**src/rtl/frame_serializer.sv**
```systemverilog
// Captures a frame on frame_load and streams it LSB byte first, then seq, then checksum; byte 0 valid the cycle after capture.
// Valid/ready output: tx_valid/tx_data hold until accepted; a second frame waits in a one-deep pending buffer, a third is dropped with overrun.
module frame_serializer #(
    parameter int PAYLOAD_BYTES = 66
) (
    input  logic                       clk,
    input  logic                       rst,
    input  logic [8*PAYLOAD_BYTES-1:0] frame_in,
    input  logic                       frame_load,
    output logic [7:0]                 tx_data,
    output logic                       tx_valid,
    input  logic                       tx_ready,
    output logic                       busy,
    output logic                       overrun
);

    localparam int         FW       = 8 * PAYLOAD_BYTES;
    localparam logic [6:0] LAST_IDX = 7'(PAYLOAD_BYTES - 1);

    localparam logic [1:0] S_IDLE    = 2'd0;
    localparam logic [1:0] S_PAYLOAD = 2'd1;
    localparam logic [1:0] S_SEQ     = 2'd2;
    localparam logic [1:0] S_CSUM    = 2'd3;

    logic [1:0]    state_q, state_d;
    logic [6:0]    idx_q, idx_d;
    logic [7:0]    seq_q, seq_d;
    logic [7:0]    acc_q, acc_d;
    logic [FW-1:0] active_q, active_d;
    logic [FW-1:0] pend_q, pend_d;
    logic          pend_vld_q, pend_vld_d;
    logic [7:0]    tx_data_q, tx_data_d;
    logic          tx_valid_q, tx_valid_d;
    logic          busy_q, busy_d;
    logic          overrun_q, overrun_d;
    logic          xfer;
    logic          csum_done;

    assign xfer = tx_valid_q && tx_ready;

    always_comb begin
        state_d    = state_q;
        idx_d      = idx_q;
        seq_d      = seq_q;
        acc_d      = acc_q;
        active_d   = active_q;
        pend_d     = pend_q;
        pend_vld_d = pend_vld_q;
        overrun_d  = 1'b0;
        csum_done  = 1'b0;

        case (state_q)
            S_IDLE: begin
                if (frame_load) begin
                    active_d = frame_in;
                    idx_d    = '0;
                    acc_d    = '0;
                    state_d  = S_PAYLOAD;
                end
            end
            S_PAYLOAD: begin
                // tx_data_q always holds active byte[idx_q] while in this state
                if (xfer) begin
                    acc_d = acc_q + tx_data_q;
                    if (idx_q == LAST_IDX) begin
                        state_d = S_SEQ;
                    end else begin
                        idx_d = idx_q + 7'd1;
                    end
                end
            end
            S_SEQ: begin
                if (xfer) begin
                    acc_d   = acc_q + seq_q;
                    state_d = S_CSUM;
                end
            end
            S_CSUM: begin
                if (xfer) begin
                    csum_done = 1'b1;
                    seq_d     = seq_q + 8'd1;
                    idx_d     = '0;
                    acc_d     = '0;
                    if (pend_vld_q) begin
                        active_d   = pend_q;
                        pend_vld_d = 1'b0;
                        state_d    = S_PAYLOAD;
                    end else if (frame_load) begin
                        active_d = frame_in;
                        state_d  = S_PAYLOAD;
                    end else begin
                        state_d = S_IDLE;
                    end
                end
            end
            default: state_d = S_IDLE;
        endcase

        // A load on the final transfer with an empty pending slot went straight to active above
        if (frame_load && (state_q != S_IDLE) && !(csum_done && !pend_vld_q)) begin
            if (!pend_vld_q || csum_done) begin
                pend_d     = frame_in;
                pend_vld_d = 1'b1;
            end else begin
                overrun_d = 1'b1;
            end
        end

        tx_valid_d = (state_d != S_IDLE);
        busy_d     = (state_d != S_IDLE) || pend_vld_d;
        case (state_d)
            S_PAYLOAD: tx_data_d = active_d[{idx_d, 3'b000} +: 8];
            S_SEQ:     tx_data_d = seq_d;
            S_CSUM:    tx_data_d = acc_d;
            default:   tx_data_d = 8'h00;
        endcase
    end

    always_ff @(posedge clk or posedge rst) begin
        if (rst) begin
            state_q    <= S_IDLE;
            idx_q      <= '0;
            seq_q      <= '0;
            acc_q      <= '0;
            active_q   <= '0;
            pend_q     <= '0;
            pend_vld_q <= 1'b0;
            tx_data_q  <= 8'h00;
            tx_valid_q <= 1'b0;
            busy_q     <= 1'b0;
            overrun_q  <= 1'b0;
        end else begin
            state_q    <= state_d;
            idx_q      <= idx_d;
            seq_q      <= seq_d;
            acc_q      <= acc_d;
            active_q   <= active_d;
            pend_q     <= pend_d;
            pend_vld_q <= pend_vld_d;
            tx_data_q  <= tx_data_d;
            tx_valid_q <= tx_valid_d;
            busy_q     <= busy_d;
            overrun_q  <= overrun_d;
        end
    end

    assign tx_data  = tx_data_q;
    assign tx_valid = tx_valid_q;
    assign busy     = busy_q;
    assign overrun  = overrun_q;

endmodule
```
**config.mk**
```make
export PLATFORM = sky130hd
export DESIGN_NAME = frame_serializer
export DESIGN_NICKNAME = d
export VERILOG_FILES = /design/src/rtl/frame_serializer.sv
export SDC_FILE = /design/constraint.sdc
export NUM_CORES = 2
export LEC_CHECK = 0
export ABC_AREA = 1
export ABC_CLOCK_PERIOD_IN_PS = 42500
export BUFFER_PORTS_ARGS = -buffer_cell sky130_fd_sc_hd__buf_2
export CAP_MARGIN = 40
export CORE_ASPECT_RATIO = 0.7
export CORE_MARGIN = 4
export CORE_UTILIZATION = 60
export DETAILED_ROUTE_END_ITERATION = 8
export PLACE_DENSITY = 0.86
export SYNTH_ARGS = -nofsm -noshare
export SYNTH_HDL_FRONTEND = slang
export SYNTH_SLANG_ARGS = --single-unit
```
**constraint.sdc**
```tcl
create_clock -name clk -period 42.5 [get_ports clk]
set_clock_uncertainty 0.05 [all_clocks]
set_input_delay 2.125 -clock clk [delete_from_list [all_inputs] [get_ports clk]]
set_output_delay 2.125 -clock clk [all_outputs]
set_load 0.01 [all_outputs]
```
Word level (Yosys, flattened, before mapping)
Index checks and enable logic that the tools add are counted.
{"block": "totals", "elab_cells": 68, "out_inout_bits": 11, "reg_bits": 1093, "inputBits": 532}
{"block": "op_classes", "muxes": 33, "reduce_logical": 12, "n_addsub": 4, "shift": 1, "n_eq_ne": 7}
{"operator": "2-to-1 mux 528 bit", "n": 3}
{"operator": "case mux 528 bit (2 select lines)", "n": 1}
{"operator": "variable part select 528 x 11 -> 8 bit", "n": 1}
{"operator": "2-to-1 mux 8 bit", "n": 6}
{"operator": "case mux 8 bit (4 select lines)", "n": 1}
{"operator": "2-to-1 mux 7 bit", "n": 4}
{"operator": "case mux 8 bit (3 select lines)", "n": 1}
{"operator": "case mux 7 bit (3 select lines)", "n": 1}
{"operator": "adder 8 bit", "n": 2}
{"operator": "2-to-1 mux 1 bit", "n": 10}
{"operator": "2-to-1 mux 2 bit", "n": 5}
{"operator": "adder 8 x 1 -> 8 bit, second input constant", "n": 1}
{"operator": "== test 2 bit, second input constant", "n": 4}
{"operator": "case mux 2 bit (4 select lines)", "n": 1}
{"operator": "adder 7 x 1 -> 7 bit, second input constant", "n": 1}
{"operator": "== test 7 bit, second input constant", "n": 1}
{"operator": "== test 2 x 1 -> 1 bit, second input constant", "n": 2}
{"operator": "logical AND 1 bit", "n": 4}
{"operator": "nonzero test 2 bit", "n": 2}
{"operator": "logical NOT 1 bit", "n": 2}
{"operator": "logical NOT 2 bit", "n": 1}
{"operator": "logical OR 1 bit", "n": 2}
{"operator": "AND reduction 2 bit", "n": 1}

Logic depth before layout (Yosys ltp)
{"block": "logic_depth", "depth_word": 8, "mapped_depth": 24, "mapped_depth_nobuf": 22}

Worst setup path after synthesis
Ideal clock, no wire load.
{"block": "synth_timing", "path_type": "input-to-reg", "from": "in tx_ready", "to": "reg pend_q[204]", "t_required_ns": 42.325, "arrival_time_ns": 3.778, "setup_time_ns": 0.125, "n_path_buf": 4, "path_slack_ns": 38.548, "path_stages": 11, "path_cell_list": "nand2_2 nor2_8 nand2_1 nand2_2 buf_2 buf_2 nor2_1 nand2_1 buf_2 buf_2 mux2_2"}
{"block": "synth_between", "elab_chain_cells": 7, "elab_cells_between_ends": 8, "cone_classes": "2 x mux; 6 x reduce/logical"}
{"item": "start, declared", "line": "12", "rtl": "input logic tx_ready,"}
{"item": "logical AND 1 bit (*)", "line": "39", "rtl": "assign xfer = tx_valid_q && tx_ready;"}
{"item": "2-to-1 mux 1 bit (*)", "line": "79", "rtl": "if (xfer) begin"}
{"item": "2-to-1 mux 1 bit (*)", "line": "52", "rtl": "case (state_q)"}
{"item": "logical AND 1 bit", "line": "100", "rtl": "if (frame_load && (state_q != S_IDLE) && !(csum_done && !pend_vld_q)) begin"}
{"item": "logical NOT 1 bit", "line": "100"}
{"item": "logical AND 1 bit", "line": "100"}
{"item": "AND reduction 2 bit (no line) (*)"}
{"item": "end signal, assigned", "line": "138", "rtl": "pend_q <= pend_d;"}
{"item": "end, declared", "line": "30", "rtl": "logic [FW-1:0] pend_q, pend_d;"}
Mark *: on every way between the ends. The rest lies on a longest branch, timed or not.
A chain may end at the register's enable or synchronous reset.

Worst setup path in the final report
{"block": "layout_timing", "from": "in tx_ready", "to": "reg tx_data_q[5], in the netlist tx_data[5]"}
{"block": "layout_between", "elab_chain_cells": 5, "elab_cells_between_ends": 21, "cone_classes": "3 x eq/ne; 1 x shift; 16 x mux; 1 x reduce/logical"}
{"item": "logical AND 1 bit", "line": "39"}
{"item": "2-to-1 mux 528 bit", "line": "79"}
{"item": "case mux 528 bit (2 select lines)", "line": "52"}
{"item": "via active_d[133]", "line": "29", "rtl": "logic [FW-1:0] active_q, active_d;"}
{"item": "variable part select 528 x 11 -> 8 bit", "line": "112", "rtl": "S_PAYLOAD: tx_data_d = active_d[{idx_d, 3'b000} +: 8];"}
{"item": "case mux 8 bit (3 select lines)", "line": "111", "rtl": "case (state_d)"}
{"item": "via tx_data_d[5]", "line": "32", "rtl": "logic [7:0] tx_data_q, tx_data_d;"}
{"item": "end signal, assigned", "line": "140", "rtl": "tx_data_q <= tx_data_d;"}
{"item": "end, declared", "line": "32"}
The timed path passes the listed nets, and every way through them passes these cells.

==> results.md <==
* Post-route ant nets at 0
* R2R depth at 23
* Gates resized, CTS repair at 0
* Startpoint type of the worst setup path: input port
* Syn_nets at 7,959
* Synthesized cell area at 0.0573 mm²
* Failing checks: DRC
* Prevailing post-synth register cell: dfrtp_1
* Core area at 0.0943 mm²
* Placed cells at 8,771
* WL/cell at 23.0 µm
* Met1 wire length at 77.7 mm
* Io pins at 543
* Clk_lat worst skew at 0.73 ns
* Worst R2R Setup Slack at 35.42 ns
* Yosys top cell area share at 47.7%
* Worst setup EP type: register
* Max FO, Critical Path at 64
* Outcome: finished with violations
* Worst EP required at 43.12 ns
* Layout Cells excl Fill at 9,003
* 1st-iter DRT viols at 8,732
* Max Cap Viol at 0
* Reg2Reg Capture Point: tx_data[5]
* Clock Path Buffers at 3
* Vias per inst at 6.16
* Crit path largest cell delay at 0.72 ns
* Post-synthesis sequential area ratio at 47.7%
* Hold Path Class: reg -> reg
* Post-CTS setup buffers at 0
* Detailed Place HPWL at 138 mm
* Fin nets at 8,186
* Die Width at 377 µm
* CTS tree: built
* Crit path buf inv count at 8
* Hold Path Sink: active_q[262]
* Layout cells sized above 1 at 16.0%
* Post-route setup TNS at 0 ns
* Minimum clock period at 8.15 ns
* Initial antenna violation count at 49
* Yosys cell types at 48
* Height of the die at 267 µm
* Syn Area/Cell at 7.74 µm²
* Slew of the pin with the lowest slew margin at 1.11 ns
* Max VDD drop at 0.0471 mV
* Clk slew on worst S/H paths at 0.06 ns
* Yosys warnings at 0
* Filler cells at 7,295
* Slew Viols, Final at 0
* Synth area leader: dfrtp_1
* Met3 routed WL at 29.8 mm
* First-pass GRT wire length at 312 mm
* Synth Register Bits at 1,093
* Area delta synth->final at 11.8%
* Crit-path slowest cell: buf_4
* Relative slew slack at 26.2%
* Worst Hold Depth at 2
* Synth top area cells: dfrtp_1, nand2_1, nand3_1
* Achievable Freq at 123 MHz
* Clk sink count at 1,093
* Initial Util at 60.8%
* CP delay by family, top: simple AND/OR/NAND/NOR gates
* Fin crit share at 19.2%
* Rows at 94
* Async S/R FF share, synth at 100%
* R2R Path Start: tx_valid
* Cells after synthesis at 7,404
* Pwr dens at 66.0 mW/mm²
* Metal2 WL at 86.2 mm
* H-tree levels at 3
* Final setup viols at 0
* Largest net degree at the start of global routing at 183
* # DRC at 23
* Crit path top cell by count: nand2_1
* Initial DRT Pass Iterations at 9
* Total wire length at 207 mm
* GR Overflow Total at 0
* Beginning of the worst hold path: active_q[262]
* EDFF count, synth at 0
* Hold buffer count at cts at 0
* Most instantiated cells after synthesis: nand2_1, nand3_1, dfrtp_1
* Routability Congestion at 1.04
* Final Hold Viols at 0
* Die Area at 0.101 mm²
* Worst Path Arrival at 8.77 ns
* Max layer used: met5
* RSZ-0062 raised after global routing: false
* Crit-path cells: buf_2, nand2_2, buf_12, buf_4, nand2_4, inv_2, buf_4, nor2_4, nand2_4, buf_4, buf_16, buf_4, nand2_1, nand2_1, nand2_1, nand3_1, nand3_1, nand3_1, nand3_1, nand3_1, nand2_1, nand2_1, nand2_1, nand2_1
* Lkg Pwr at 33.2 nW
* CP Class: in -> reg
* CTS root buf: clkbuf_16
* Top-count cell post-synth: nand2_1
* Vias in the first global route at 52,305
* PortBufs at 542
* Vias at 55,484
* Total Routing Usage GR at 40.3%
* Total CTS buffers at 106
[worst max path at each step]
stage	to	slack [ns]	cells after the start	start
detailed placement	tx_data[4]	34.11	24	tx_ready
global placement	tx_data[0]	33.59	22	tx_ready
finish	tx_data[5]	34.35	24	tx_ready
CTS	tx_data[5]	34.81	24	tx_ready
global route	tx_data[4]	34.27	22	tx_ready
floorplan	acc_q[0]	9.55	1	rst
[flip-flops by register name, summed over array words and instances (netlist names)]
| register | count |
|---|---|
| acc_q | 8 |
| active_q | 528 |
| busy | 1 |
| idx_q | 7 |
| overrun | 1 |
| pend_q | 528 |
| pend_vld_q | 1 |
| seq_q | 8 |
| state_q | 2 |
| tx_data | 8 |
| tx_valid | 1 |
[per-stage QoR]
stage / area, µm² / utilization, % / power (mW) / setup WS (ns) / hold slack, ns
2_1_floorplan: 57300 / - / 2.60 / 9.55 / 0.383
3_3_place_gp: 59900 / 63.5 / 3.09 / 33.59 / 0.400
3_5_place_dp: 60400 / 64.1 / 3.16 / 34.11 / 0.405
4_1_cts: 64000 / 67.9 / 4.15 / 34.81 / 0.420
5_1_grt: 64100 / 68.0 / 4.44 / 34.27 / 0.434
6_report: 64100 / 68.0 / 4.24 / 34.35 / 0.419
[logic make-up after synthesis]
kind of cell | after synthesis | share of synthesized area (%)
simple gates | 4226 | 31.1
mux | 347 | 6.81
flops | 1093 | 47.7
buf+inv | 1118 | 8.19
fa+ha+maj | 23 | 0.528
xor+xnor | 13 | 0.199
compound gates | 584 | 5.52
[cells in the final DEF, fill, tap and decap left out, drive strengths merged, types with 5 or more instances in the layout]
master,n
o211ai,39
bufinv,8
nand2,2516
a31oi,5
clkinv,24
nor3,7
buf,624
nand3,1257
nand4,52
ha,21
or2,60
xor2,9
nor2,331
mux2,347
inv,614
clkbuf,161
dfrtp,1093
o221ai,13
diode,36
o21ai,217
a21oi,285
o2111ai,8
[metal layers]
metal	GRT usage, %	up-vias
li1	-	24314
met1	54.8	26415
met2	57.0	3899
met3	14.6	822
met4	20.4	34
met5	0.802	-
[report_power, final]
group / switching, mW / total [mW] / internal, mW
combinational: 1.30 / 1.77 / 0.477
clock: 0.434 / 1.00 / 0.566
sequential: 0.122 / 1.46 / 1.34
total: 1.85 / 4.24 / 2.38
[tightest hold or removal path: cells and delay by family, from the launching register on]
family,cells,cell delay [ns]
flops,1,0.32
simple gates,2,0.11
[cell type report]
| type | count | area (µm²) | share of cell area, % |
|---|---|---|---|
| diodes | 36 | 90.1 | 0.140 |
| clock buffers | 161 | 3190 | 4.98 |
| repair buffers | 624 | 3790 | 5.91 |
| inverters | 613 | 2330 | 3.64 |
| flip-flops and latches | 1093 | 27400 | 42.6 |
| clock inverters | 35 | 418 | 0.652 |
| well taps | 1248 | 1560 | 2.43 |
| multi-input cells | 5193 | 25400 | 39.6 |
No activity file was read; power rests on OpenSTA's default activity.
